<file path="src/rtl/mem_arb_pkg.sv">
// Shared constants and types for the memory round-robin arbiter.
// Controller command encoding, default widths and the read-tracking tag live here.
package mem_arb_pkg;

  localparam logic MEM_WRITE = 1'b0;
  localparam logic MEM_READ  = 1'b1;

  localparam int DEFAULT_N = 32;
  localparam int DEFAULT_M = 5;
  localparam int MAX_NREQ  = 8;
  localparam int ID_W      = 3;

  typedef logic [ID_W-1:0] req_id_t;

  // One entry of the read-latency pipeline: a read in flight and who issued it.
  typedef struct packed {
    logic    valid;
    req_id_t id;
  } rd_tag_t;

  function automatic int unsigned next_ptr(input int unsigned idx, input int unsigned nreq);
    return (idx + 1 >= nreq) ? 32'd0 : idx + 1;
  endfunction

endpackage

</file>
<file path="src/rtl/mem_rr_arbiter_rr_arbiter.sv">
// Rotating-priority arbiter: grants the first valid requester at or after the
// pointer, and moves the pointer past the winner whenever a grant is taken.
module rr_arbiter
  import mem_arb_pkg::*;
#(
  parameter int NREQ = 2,
  localparam int IDW = (NREQ > 1) ? $clog2(NREQ) : 1
) (
  input  logic            clk,
  input  logic            reset,
  input  logic [NREQ-1:0] valid,
  input  logic            advance,
  output logic [NREQ-1:0] grant,
  output logic [IDW-1:0]  grant_idx
);

  logic [IDW-1:0] ptr;
  logic           grant_any;

  function automatic logic [IDW-1:0] rot(input logic [IDW-1:0] base, input int off);
    return IDW'((int'(base) + off) % NREQ);
  endfunction

  always_comb begin
    grant     = '0;
    grant_idx = '0;
    grant_any = 1'b0;
    for (int k = 0; k < NREQ; k++) begin
      if (!grant_any && valid[rot(ptr, k)]) begin
        grant_any = 1'b1;
        grant_idx = rot(ptr, k);
      end
    end
    if (grant_any) begin
      grant[grant_idx] = 1'b1;
    end
  end

  // Pointer only moves on an accepted grant, so idle cycles keep the rotation position.
  always_ff @(posedge clk) begin
    if (reset) begin
      ptr <= '0;
    end else if (advance && grant_any) begin
      ptr <= IDW'(next_ptr(32'(grant_idx), NREQ));
    end
  end

endmodule

</file>
<file path="src/rtl/mem_rr_arbiter.sv">
// Shares one MemoryController between NREQ requesters: registers the granted
// command onto mem_* and routes read data back through an in-order latency pipe.
module mem_rr_arbiter
  import mem_arb_pkg::*;
#(
  parameter int N      = DEFAULT_N,
  parameter int M      = DEFAULT_M,
  parameter int NREQ   = 2,
  parameter int RD_LAT = 1
) (
  input  logic              clk,
  input  logic              reset,
  input  logic [NREQ-1:0]   req_valid,
  input  logic [NREQ-1:0]   req_we,
  input  logic [NREQ*M-1:0] req_addr,
  input  logic [NREQ*N-1:0] req_wdata,
  output logic [NREQ-1:0]   req_ready,
  output logic [NREQ-1:0]   rsp_valid,
  output logic [N-1:0]      rsp_rdata,
  output logic              mem_ctrl,
  output logic [M-1:0]      mem_addr,
  output logic [N-1:0]      mem_wdata,
  input  logic [N-1:0]      mem_rdata
);

  localparam int IDW = (NREQ > 1) ? $clog2(NREQ) : 1;

  logic [NREQ-1:0] grant;
  logic [IDW-1:0]  grant_idx;
  logic            accept;
  logic            sel_we;
  logic [M-1:0]    sel_addr;
  logic [N-1:0]    sel_wdata;

  rd_tag_t cmd_tag;
  rd_tag_t rd_pipe [RD_LAT];
  rd_tag_t rsp_tag;

  rr_arbiter #(.NREQ(NREQ)) u_rr (
    .clk       (clk),
    .reset     (reset),
    .valid     (req_valid),
    .advance   (accept),
    .grant     (grant),
    .grant_idx (grant_idx)
  );

  assign req_ready = grant;
  assign accept    = |(req_valid & grant);

  always_comb begin
    sel_we    = req_we[grant_idx];
    sel_addr  = req_addr[int'(grant_idx)*M +: M];
    sel_wdata = req_wdata[int'(grant_idx)*N +: N];
  end

  // Idle cycles park the bus on a harmless read of address 0 so nothing is ever written by accident.
  always_ff @(posedge clk) begin
    if (reset) begin
      mem_ctrl  <= MEM_READ;
      mem_addr  <= '0;
      mem_wdata <= '0;
      cmd_tag   <= '0;
    end else if (accept) begin
      mem_ctrl      <= sel_we ? MEM_WRITE : MEM_READ;
      mem_addr      <= sel_addr;
      mem_wdata     <= sel_wdata;
      cmd_tag.valid <= ~sel_we;
      cmd_tag.id    <= req_id_t'(grant_idx);
    end else begin
      mem_ctrl  <= MEM_READ;
      mem_addr  <= '0;
      mem_wdata <= '0;
      cmd_tag   <= '0;
    end
  end

  // cmd_tag marks a read on the bus; RD_LAT stages later its data sits on mem_rdata.
  always_ff @(posedge clk) begin
    if (reset) begin
      for (int i = 0; i < RD_LAT; i++) begin
        rd_pipe[i] <= '0;
      end
    end else begin
      rd_pipe[0] <= cmd_tag;
      for (int i = 1; i < RD_LAT; i++) begin
        rd_pipe[i] <= rd_pipe[i-1];
      end
    end
  end

  assign rsp_tag   = rd_pipe[RD_LAT-1];
  assign rsp_rdata = mem_rdata;

  always_comb begin
    rsp_valid = '0;
    for (int i = 0; i < NREQ; i++) begin
      rsp_valid[i] = rsp_tag.valid && (rsp_tag.id == req_id_t'(i));
    end
  end

endmodule
</file>
<file path="config.mk">
export PLATFORM = sky130hd
export DESIGN_NAME = mem_rr_arbiter
export DESIGN_NICKNAME = d
export VERILOG_FILES = /design/src/rtl/mem_arb_pkg.sv /design/src/rtl/mem_rr_arbiter_rr_arbiter.sv /design/src/rtl/mem_rr_arbiter.sv
export SDC_FILE = /design/constraint.sdc
export NUM_CORES = 1
export LEC_CHECK = 0
export ABC_AREA = 1
export CORE_ASPECT_RATIO = 0.8
export CORE_MARGIN = 2
export CORE_UTILIZATION = 32
export DETAILED_ROUTE_END_ITERATION = 8
export PLACE_DENSITY = 0.87
export SYNTH_ARGS = -nofsm -noshare
export SYNTH_HDL_FRONTEND = slang
export SYNTH_HIERARCHICAL = 1
export SYNTH_SLANG_ARGS = --single-unit
</file>
<file path="constraint.sdc">
create_clock -name clk -period 1.3 [get_ports clk]
set_input_delay 0.26 -clock clk [delete_from_list [all_inputs] [get_ports clk]]
set_output_delay 0.26 -clock clk [all_outputs]
set_load 0.005 [all_outputs]
</file>
# After elaboration in Yosys (flattened, before gate mapping)
# Memories as Yosys holds them, arrays and structs flattened.
# Index checks and enable logic that the tools add are counted.
# W data, S select, Z words.
[word_totals]
latchBits = 0
ram_bits = 4
memories = 1
mem_bits_ro = 0
regBits = 43
word_cells = 52
input_bits = 112
[op_classes]
reduce_logical = 10
n_eq_ne = 1
n_addsub = 2
n_mul = 1
bitwise = 3
n_div = 0
order_cmp = 5
n_mux = 20
shifts = 2
[mem_list]
columns = ["name", "words", "width", "rd", "rd_ports_with_merged_regs", "wr", "line", "rtl"]
rows = [
  ["rd_pipe", 1, 4, 1, 0, 1, "mem_rr_arbiter.sv:36", "rd_tag_t rd_pipe [RD_LAT];"],
]
[op_table]
columns = ["operator", "n"]
rows = [
  ["$shiftx A64 B7 Y32", 1],
  ["$mux W1", 17],
  ["$shiftx A10 B5 Y5", 1],
  ["$lt A1 B2 Y1 const B", 3],
  ["$logic_and A1 B1 Y1", 5],
  ["$mul A1 B3 Y4 const B", 1],
  ["$mux W4", 1],
  ["$reduce_or A2 Y1", 2],
  ["$reduce_or A4 Y1", 1],
  ["$eq A3 B1 Y1 const B", 1],
  ["$logic_not A3 Y1", 1],
  ["$add A1 B1 Y2 const B", 1],
  ["$and A2 B2 Y2", 1],
  ["$ge A2 B2 Y1 const B", 1],
  ["$mux W2", 1],
  ["$not A1 Y1", 2],
  ["$add A1 B1 Y1 const B", 1],
  ["$demux W1 S1", 1],
  ["$ge A1 B1 Y1 const B", 1],
  ["$logic_not A1 Y1", 1],
]

# Longest topological paths before layout
# Gate-level depths: netlist of run 1.
[logic_depth]
word_depth = 15
mapped_depth = 8
ltp_nobuf = 7

# By module
# Netlist of run 1, hierarchy kept.
[modules_own_cells]
columns = ["module", "instances", "seq_area_each_um2", "area_each_um2", "cells_each"]
rows = [
  ["mem_rr_arbiter", 1, 840.8, 2065.7, 328],
  ["rr_arbiter", 1, 20.0, 67.6, 9],
]

# Worst setup path after synthesis of run 1
# Ideal clock, no wire load.
[synth_timing]
kind = "register -> register"
start = "reg u_rr.ptr"
end = "reg mem_wdata[14]"
path_slack_ps = 64
arrival_time_ps = 1172
n_path_buf = 2
stages_incl_launch_ff = 8
setup_time_ps = 64
period_less_slack_ps = 1236
t_required_ps = 1236
cell_sequence = "dfxtp_1 -> a21boi_0 -> nand2_1 -> nand2_1 -> nand2_1 -> buf_4 -> buf_6 -> nor2_1"
[synth_between]
elab_chain_len = 15
word_cells_on_any_way = 22
classes_between = "1 x add/sub; 2 x order compare; 1 x shift; 11 x mux; 2 x bitwise; 5 x reduce/logical"
[synth_lines]
columns = ["item", "line", "rtl"]
rows = [
  ["from (decl)", "mem_rr_arbiter_rr_arbiter.sv:17", "logic [IDW-1:0] ptr;"],
  ["from (signal assigned)", "mem_rr_arbiter_rr_arbiter.sv:44", "ptr <= IDW'(next_ptr(32'(grant_idx), NREQ));"],
  ["$mux W1 (implied by the code) (2 in series)", "mem_rr_arbiter_rr_arbiter.sv:29", "if (!grant_any && valid[rot(ptr, k)]) begin"],
  ["$mux W1", "mem_rr_arbiter_rr_arbiter.sv:29", ""],
  ["$logic_not A1 Y1", "mem_rr_arbiter_rr_arbiter.sv:29", ""],
  ["$logic_and A1 B1 Y1", "mem_rr_arbiter_rr_arbiter.sv:29", ""],
  ["$mux W1", "mem_rr_arbiter_rr_arbiter.sv:29", ""],
  ["$lt A1 B2 Y1 (implied by the code) / $ge A1 B1 Y1 (equally long branches)", "mem_rr_arbiter_rr_arbiter.sv:35", "grant[grant_idx] = 1'b1;"],
  ["$logic_and A1 B1 Y1 (implied by the code)", "mem_rr_arbiter_rr_arbiter.sv:35", ""],
  ["$mux W1 (implied by the code)", "mem_rr_arbiter_rr_arbiter.sv:35", ""],
  ["$demux W1 S1", "--", ""],
  ["$mux W2 *", "mem_rr_arbiter_rr_arbiter.sv:34", "if (grant_any) begin"],
  ["net req_ready[0]", "mem_rr_arbiter.sv:17", "output logic [NREQ-1:0] req_ready,"],
  ["$and A2 B2 Y2 *", "mem_rr_arbiter.sv:49", "assign accept = |(req_valid & grant);"],
  ["$reduce_or A2 Y1 *", "mem_rr_arbiter.sv:49", ""],
  ["net accept", "mem_rr_arbiter.sv:30", "logic accept;"],
  ["$not A1 Y1 (no source line) *", "--", ""],
  ["$reduce_or A2 Y1 (no source line) *", "--", ""],
  ["to (signal assigned)", "mem_rr_arbiter.sv:67", "mem_wdata <= sel_wdata;"],
  ["to (decl)", "mem_rr_arbiter.sv:22", "output logic [N-1:0] mem_wdata,"],
]
# Mark *: on every way through the listed nets, which the timed path passes. The rest lies on a longest branch. The select of a mux whose other input is x is not followed.
# A chain may end at the register's enable or synchronous reset.

# Worst setup path after layout of run 1
[layout_timing]
start = "reg u_rr.ptr"
end = "out req_ready[0]"
[layout_between]
elab_chain_len = 11
word_cells_on_any_way = 17
classes_between = "1 x add/sub; 2 x order compare; 11 x mux; 3 x reduce/logical"
[layout_lines]
columns = ["item", "line"]
rows = [
  ["$mux W1 (implied by the code) (2 in series)", "mem_rr_arbiter_rr_arbiter.sv:29"],
  ["$mux W1", "mem_rr_arbiter_rr_arbiter.sv:29"],
  ["$logic_not A1 Y1", "mem_rr_arbiter_rr_arbiter.sv:29"],
  ["$logic_and A1 B1 Y1", "mem_rr_arbiter_rr_arbiter.sv:29"],
  ["$mux W1", "mem_rr_arbiter_rr_arbiter.sv:29"],
  ["$lt A1 B2 Y1 (implied by the code) / $ge A1 B1 Y1 (equally long branches)", "mem_rr_arbiter_rr_arbiter.sv:35"],
  ["$logic_and A1 B1 Y1 (implied by the code)", "mem_rr_arbiter_rr_arbiter.sv:35"],
  ["$mux W1 (implied by the code)", "mem_rr_arbiter_rr_arbiter.sv:35"],
  ["$demux W1 S1", "--"],
  ["$mux W2 *", "mem_rr_arbiter_rr_arbiter.sv:34"],
  ["to (decl)", "mem_rr_arbiter.sv:17"],
]
# Every way passes the cells marked *; elsewhere a longest branch is shown, timed or not. The select of a mux whose other input is x is not followed.

==> impl_metrics.json, run 1 <==
{
  "status": "completed",
  "clk_path_buf_depth": 2,
  "firstDrtPassIters": 4,
  "crit_buf_inv": 2,
  "p_comb_share_pct": 22.1,
  "port_buffers": 121,
  "cts-root-buf": "clkbuf_8",
  "nFillCells": 604,
  "grt_first_pass_wirelength_um": 8570,
  "drive_above_1_share_pct": 7.95,
  "p_sw_share_pct": 22.3,
  "crit_required_ns": 1.04,
  "startpoint_type": "flip-flop",
  "vias": 2142,
  "gp_routability_congestion": 0.700,
  "dieArea_sq_um": 7340,
  "syn-num-nets": 449,
  "routed_wirelength_um": 5770,
  "final_min_period_over_clock_period_pct": 97.8,
  "crit_slowest_cell": "dfxtp_2",
  "p_leak_nw": 2.04,
  "avgSynthCellArea_sq_um": 6.33,
  "synth.top_cell.area_share_pct": 40.4,
  "multi_input_area_sq_um": 672,
  "ys.warnings.count": 6,
  "max_stage_delay_ns": 0.35,
  "cts.sinks": 43,
  "min_path_type": "flip-flop to flip-flop",
  "worstMarginPinSlew_ns": 0.217,
  "ctsHoldBuffers": 0,
  "fp.dieH_um": 77.0,
  "layout.cells.most_common": "nor2_1",
  "synth-simple-area-share_pct": 29.1,
  "skew_ns": 0.00617,
  "synth.distinct_cells": 14,
  "num_rows": 26,
  "synth_cells": 337,
  "max_slew_margin_pct": 85.5,
  "yosys.area_share.adder_pct": 0,
  "grt-ovfl-total": 0,
  "postRouteAntennaNets": 0,
  "maxSlewViolCount": 0,
  "grt_antenna_before_repair": 0,
  "hpwl_um": 4070,
  "fin_setup_tns_ns": 0,
  "drc": 0,
  "drv_cap": 0,
  "rsz0062_at_grt": "yes",
  "area_growth_pct": 64.6,
  "clockPowerShare_pct": 36.2,
  "yosys.area_share.xor_xnor_pct": 0,
  "nNetsFinal": 551,
  "seq_area_sq_um": 865,
  "wl_per_cell_um": 11.0,
  "synthesis.area_sq_um": 2130,
  "cts_made_buffers": 5,
  "grt_pass1_vias": 2009,
  "p_seq_share_pct": 41.7,
  "total_power_mw": 3.33,
  "finish.utilization_pct": 54.8,
  "worst_setup_path_end_kind": "primary output",
  "tritoncts": "done",
  "critical_path_class": "flip-flop to primary output",
  "synth_top_area_cell": "dfxtp_1",
  "max_freq_mhz": 786,
  "crit_chain": "buf_6 > a21boi_2 > buf_2",
  "core_area_sq_um": 6410,
  "grtUsageTotal_pct": 14.8,
  "drt-initial-drc-count": 27,
  "final_hold_viol_count": 0,
  "layout_common_cells": "nor2_1, clkdlybuf4s50_1, inv_1",
  "powerDensity_nw_per_um2": 949,
  "setup_violations": 0,
  "vdd_drop_max_mv": 0.663,
  "arrival_ns": 1.01,
  "synth_compound_area_share_pct": 1.47,
  "path_clk_slew_ns": 0.08,
  "wl_met2_um": 2600,
  "pin_count": 186,
  "met1_length_um": 2330,
  "ys_seq_elements": 43,
  "via_per_inst": 4.09,
  "wl_met3_um": 791,
  "synth_mux_area_share_pct": 0,
  "synth_top_cells_by_area": "dfxtp_1, nor2_1, inv_1",
  "start_util_pct": 33.3,
  "synth-seq-area-share_pct": 40.4,
  "cp_max_fo": 2,
  "maxUsedRoutingLayer": "met4",
  "holdWs_ns": 0.396,
  "min_period_ns": 1.27,
  "insertion_delay_ns": 0.28,
  "power_switching_uw": 742,
  "synth_top_family_by_area": "simple AND/OR/NAND/NOR gates",
  "n_antenna_cell": 0,
  "internal-power_mw": 2.59,
  "htree_num_levels": 2,
  "critical_path.top_delay_family": "flip-flops",
  "dieWidth_um": 95.3,
  "grt_max_degree": 35
}
## routing by layer
layer,GRT usage [%],vias up
li1,-,1098
met1,14.6,926
met2,26.6,111
met3,8.25,7
met4,3.48,0
met5,0,-
## state kept, by name (all words and copies together), names as in the netlist
name,cells
cmd_tag,2
mem_ctrl,1
u_rr/ptr,1
rd_pipe,2
mem_wdata,32
mem_addr,5
## worst paths after layout
path / startpoint / end / slack [ns] / cells past startpoint
max: u_rr/ptr / req_ready[0] / 0.03 / 3
min: cmd_tag[3] / rd_pipe[0][1] / 0.40 / 2
max reg2reg: u_rr/ptr / mem_wdata[31] / 0.06 / 7
min reg2reg: cmd_tag[3] / rd_pipe[0][1] / 0.40 / 2
## worst reg2reg max path: stages, from the launching register on
cell and delay (ns):
dfxtp_2 0.37, inv_4 0.05, a21boi_4 0.16, buf_12 0.18, clkbuf_16 0.18, nor2_1 0.05, nor2_1 0.09, nor2_1 0.05
## cells in the mapped netlist
cell	n
a21boi_0	1
a21boi_1	2
a21oi_2	1
buf_2	6
buf_4	36
buf_6	1
clkbuf_1	1
clkinv_1	4
dfxtp_1	43
inv_1	76
inv_2	1
nand2_1	47
nand3_1	2
nor2_1	116
## what timing repair did
item                                    in CTS  in global routing
gates resized for setup                     58                  6
buffers inserted                             4                  1
hold endpoints to repair                     0                  0
cloned                                       3                  3
pin swaps                                    3                  4
endpoints found under the setup margin      82                 37
## logic make-up after synthesis
| family | after synthesis |
|---|---|
| AO/OA/AOI/OAI | 4 |
| AND/OR/NAND/NOR | 165 |
| buffers and inverters | 125 |
| flip-flops | 43 |
## stage by stage
step                      instances  setup slack (ns)  instance area, sq um
after global routing            524           -0.0240                  3510
after CTS                       521           -0.0711                  3450
final                           524            0.0284                  3510
after floorplan                 337            0.0637                  2130
after detailed placement        507            -0.518                  3240
after global placement          507            -0.501                  3240
## final cells by class
class | count | share of cell area (%)
Tap cell | 84 | 2.99
Sequential cell | 43 | 24.6
Inverter | 81 | 8.73
Multi-Input combinational cell | 169 | 19.1
Clock buffer | 6 | 2.07
Clock inverter | 2 | 1.71
Timing Repair Buffer | 139 | 40.7
## power groups by stage
stage / registers [mW] / logic (mW) / clock network [mW]
floorplan: 1.43 / 0.328 / 0
global placement: 1.42 / 0.656 / 0
detailed placement: 1.42 / 0.673 / 0
CTS: 1.39 / 0.714 / 1.25
global route: 1.39 / 0.814 / 1.30
finish: 1.39 / 0.736 / 1.21
Power figures use the tool's default switching activity.
==> inputs of run 2 (changes only) <==
- CTS_CLUSTER_DIAMETER: not set -> 30
- SLEW_MARGIN: not set -> 30
==> results of run 2 <==
Final layout, timing and power as in run 1 (identical DEF).
==> inputs of run 3 (changes only) <==
- CTS_CLUSTER_SIZE: not set -> 25
==> results of run 3 <==
Final layout, timing and power as in run 1 (identical DEF).
==> patch 1: new RTL, flow settings as in run 2 <==
The parameter `RD_LAT` goes from 1 to 2.
--- a/src/rtl/mem_rr_arbiter.sv
+++ b/src/rtl/mem_rr_arbiter.sv
@@ -7,5 +7,5 @@
   parameter int M      = DEFAULT_M,
   parameter int NREQ   = 2,
-  parameter int RD_LAT = 1
+  parameter int RD_LAT = 2
 ) (
   input  logic              clk,
Function: changed (Yosys sat finds a counterexample within 4 cycles, from zero or initial values and one cycle with reset high).
==> patch 1 against run 2 <==
The flow now finishes with violations (negative setup slack). Final area rose by 9.5%. Synthesized area rose by 2.8%. Total power increased by 1.1%. Utilization is 4.3 points higher. Wire length grew 17%. Critical endpoint is now mem_wdata[28]. Sequential cell count rose by 2. Worst setup slack got worse by 0.10 ns.
==> patch 1: results (changes against run 2) <==
[layout]
fillers=582  ; was 604
nNetsFinal=563  ; was 551
drive_gt1_frac=0.220  ; was 0.0795
largestRegisters=mem_wdata (32), mem_addr (5), rd_pipe (4)  ; was mem_wdata (32), mem_addr (5)

[synth]
syn-mean-instance-area_um2=6.39  ; was 6.33 um2
synth-seq-area-share=0.411  ; was 0.404
syn_nets=455  ; was 449

[global_route]
met3_usage=0.0758  ; was 0.0825
grt_use_met2=0.309  ; was 0.266
grt_usage=0.171  ; was 0.148

[placement]
hpwl_um=4070  ; about the same
dp_cells=513  ; was 507

[setup_path]
path_max_fanout=9  ; was 2

[pwr]
vdd_drop_max_uv=558  ; was 663 uV
p_seq_frac=0.431  ; was 0.417
comb_power_mw=0.896  ; was 0.736 mW

[clock_tree]
post_cts_buffers=7  ; was 4

[sta]
fin_ws_ns=-0.0727  ; was 0.0284 ns
fin_skew_ns=0.00826  ; was 0.00617 ns
setup_viol=34  ; was 0
slew_headroom=0.886  ; was 0.855

[detailed_routing]
wl_met1_um=2660  ; was 2330 um
wl_met2_um=3230  ; was 2600 um
drt_iter0_markers=51  ; was 27
dr.pass1.iters=6  ; was 4
wl_per_cell_um=12.6  ; was 11.0 um
met3_length_um=772  ; was 791 um

[hold_path]
hold_end=rd_pipe[0][3]  ; was rd_pipe[0][1]

[status]
violations=negative setup slack
status=complete, but fails checks  ; was complete, no violations

-- patch 1: cell count changes in the layout (fill, tap and decap cells not counted), sizes merged --
| cell | delta |
|---|---|
| buf | +6 |
| bufinv | -1 |
| clkdlybuf4s15 | -1 |
| clkinv | +5 |
| dfxtp | +2 |
| inv | -2 |
| nor2 | +2 |
-- patch 1: cell type report --
| type | count | area [um2] | share of cell area |
|---|---|---|---|
| timing repair buffer | 145 | 1540 | 0.402 |
| sequential | 45 | 903 | 0.235 |
| clock inverter | 2 | 35.0 | 0.00911 |
| multi-input combinational | 171 | 875 | 0.227 |
| clock buffer | 5 | 68.8 | 0.0179 |
| tap | 84 | 105 | 0.0273 |
| inverter | 83 | 314 | 0.0817 |
-- patch 1: stage by stage --
stage               cell area (um2)  TNS, ns  total power, mW
floorplan                      2190        0             1.82
global placement               3290   -16.03             2.14
detailed placement             3290   -19.48             2.16
CTS                            3720    -2.37             3.37
global route                   3840    -3.41             3.56
finish                         3840   -0.822             3.37
-- patch 1: cells by family after synthesis --
group           after synthesis  share of synthesized area
compound gates                4                     0.0143
buf+inv                     127                      0.288
flops                        45                      0.411
simple gates                167                      0.287
-- patch 1: how the worst max path moves through the flow --
stage                       from       endpoint
floorplan               u_rr/ptr  mem_wdata[14]
global placement    req_valid[0]   req_ready[0]
detailed placement  req_valid[0]   req_ready[0]
CTS                     u_rr/ptr   mem_wdata[0]
global route            u_rr/ptr  mem_wdata[28]
finish                  u_rr/ptr  mem_wdata[28]
-- patch 1: critical path: stages (launching register included) --
cell      delay, ns
dfxtp_2        0.35
inv_2          0.04
buf_6          0.11
a21boi_4       0.19
buf_12         0.19
buf_16         0.14
nor2_2         0.04
nor2_1         0.12
nor2_1         0.07
==> patch 2: new RTL, flow settings as in run 2 <==
Without the edit above. Reset style: asynchronous (`reset`), changed in 3 clocked blocks.
--- a/src/rtl/mem_rr_arbiter_rr_arbiter.sv
+++ b/src/rtl/mem_rr_arbiter_rr_arbiter.sv
@@ -38,5 +38,5 @@
 
   // Pointer only moves on an accepted grant, so idle cycles keep the rotation position.
-  always_ff @(posedge clk) begin
+  always_ff @(posedge clk or posedge reset) begin
     if (reset) begin
       ptr <= '0;
--- a/src/rtl/mem_rr_arbiter.sv
+++ b/src/rtl/mem_rr_arbiter.sv
@@ -56,5 +56,5 @@
 
   // Idle cycles park the bus on a harmless read of address 0 so nothing is ever written by accident.
-  always_ff @(posedge clk) begin
+  always_ff @(posedge clk or posedge reset) begin
     if (reset) begin
       mem_ctrl  <= MEM_READ;
@@ -77,5 +77,5 @@
 
   // cmd_tag marks a read on the bus; RD_LAT stages later its data sits on mem_rdata.
-  always_ff @(posedge clk) begin
+  always_ff @(posedge clk or posedge reset) begin
     if (reset) begin
       for (int i = 0; i < RD_LAT; i++) begin
Function: differs if reset is asserted again (counterexample within 4 cycles, from zero or initial values and one cycle with reset high); with reset held inactive, the same outputs for 10 cycles.
==> patch 2 against run 2 <==
The flow now finishes with violations (negative setup slack). Worst setup slack got worse by 0.20 ns. Fmax fell by 14%. Critical path depth is 8 higher. Non-clock buffer count rose by 7. First-iteration DRC count rose by 93%. Sequential cell count unchanged. Count of clock-buffer cells in the layout did not move. Synthesized area grew 3.2%. Wire length grew 21%. Final area increased by 7.8%. Critical path type is now flip-flop to flip-flop. Critical endpoint is now mem_addr[4]. Largest cell class unchanged. Highest routed layer unchanged.
Power is not compared: it rests on default switching activity, and its combinational part moved more than twofold at a synthesized area within 25%.
==> patch 2: results (changes against run 2) <==
[status]
status=complete, but fails checks  ; was complete, no violations
violations=negative setup slack

[clock_tree]
post_cts_buffers=6  ; was 4
cts_resized=66  ; was 58

[layout]
fillers=620  ; was 604
buffer_area_frac=0.407  ; about the same
signal_buffers=146  ; was 139
multi_input_area_um2=747  ; was 672 um2
nNetsFinal=518  ; was 551
seq_area_um2=1080  ; was 865 um2
area_growth_pct=72.0  ; was 64.6%
insertedDiodeCount=0  ; unchanged
nMultiInputCombCells=166  ; was 169
clk_share=0.0350  ; was 0.0378
inverters=44  ; was 81
drive_gt1_frac=0.167  ; was 0.0795

[setup_path]
cp_slowest_stage_delay_ns=0.38  ; was 0.35 ns
crit_arrival_ns=1.66  ; was 1.01 ns
cp_slowest_cell=dfrtp_1  ; was dfxtp_2
path_delay_family=buffers and inverters  ; was flip-flops
path_max_fanout=9  ; was 2

[sta]
setup_tns_ns=-6.10  ; was 0 ns
fin_ws_ns=-0.175  ; was 0.0284 ns
fin_skew_ns=0.00327  ; was 0.00617 ns
setup_viol=42  ; was 0
tightest_slew_ns=0.195  ; was 0.217 ns

[placement]
hpwl_um=4650  ; was 4070 um
dp_slack_ns=-0.525  ; was -0.518 ns
placed_area_um2=3380  ; was 3240 um2
dp_cells=474  ; was 507
place.gp.congestion=0.796  ; was 0.700

[global_route]
grt_usage=0.169  ; was 0.148
met3_usage=0.0570  ; was 0.0825
grt_use_met2=0.327  ; was 0.266
grt_pass1_wl_um=10100  ; was 8570 um
grt_max_degree=20  ; was 35
met1_usage=0.172  ; was 0.146
busiest_layer=met2  ; unchanged

[detailed_routing]
top_layer=met4  ; unchanged
vias_per_cell=4.29  ; was 4.09
wl_met2_um=3660  ; was 2600 um
met3_length_um=616  ; was 791 um
drt_iter0_markers=52  ; was 27
vias=2118  ; was 2142
wl_per_cell_um=14.2  ; was 11.0 um
wl_met1_um=2590  ; was 2330 um

[synth]
synthArstFlopShare=1.00  ; was 0
syn_nets=409  ; was 449
synth-seq-area-share=0.489  ; was 0.404
synth_area_leaders=dfrtp_1 48%, nand2_1 27%, buf_4 12%  ; was dfxtp_1 40%, nor2_1 20%, inv_1 13%
syn-mean-instance-area_um2=7.41  ; was 6.33 um2
synth-main-ff-cell=dfrtp_1  ; was dfxtp_1
yosysUniqueCellTypes=12  ; was 14
synth.top_cells.by_count=159 x nand2_1, 42 x dfrtp_1, 42 x inv_1, 34 x buf_4, 6 x buf_2  ; was 116 x nor2_1, 76 x inv_1, 47 x nand2_1, 43 x dfxtp_1, 36 x buf_4

[hold_path]
hold_class=input port to async pin  ; was flip-flop to flip-flop

[pwr]
leakagePower_nw=2.26
p_seq_frac=0.345

[floorplan]
core_area_um2=6760  ; was 6410 um2

-- patch 2: cell count changes in the layout (fill, tap and decap cells not counted), moves of 15 or more --
cell	delta
dfxtp_1	-40
inv_1	-37
nand2_1	+92
dfrtp_1	+42
nand2_2	+15
nor2_1	-115
-- patch 2: kinds of logic after synthesis --
family / after synthesis / share of synthesized area
and+or+nand+nor: 163 / 0.279
AOI/OAI and AO/OA: 3 / 0.0102
DFF: 43 / 0.489
buffers and inverters: 88 / 0.222
-- patch 2: worst paths after layout --
kind / start / endpoint / slack [ns] / depth (start not counted)
setup / recovery: u_rr/ptr / mem_addr[4] / -0.18 / 11
hold reg to reg: cmd_tag[3] / rd_pipe[3] / 0.36 / 0
hold / removal: reset / u_rr/ptr / 0.15 / 2
min in group clk: cmd_tag[3] / rd_pipe[3] / 0.36 / 0
setup reg to reg: u_rr/ptr / mem_addr[4] / -0.18 / 11
max in group asynchronous: reset / mem_ctrl / 0.66 / 3
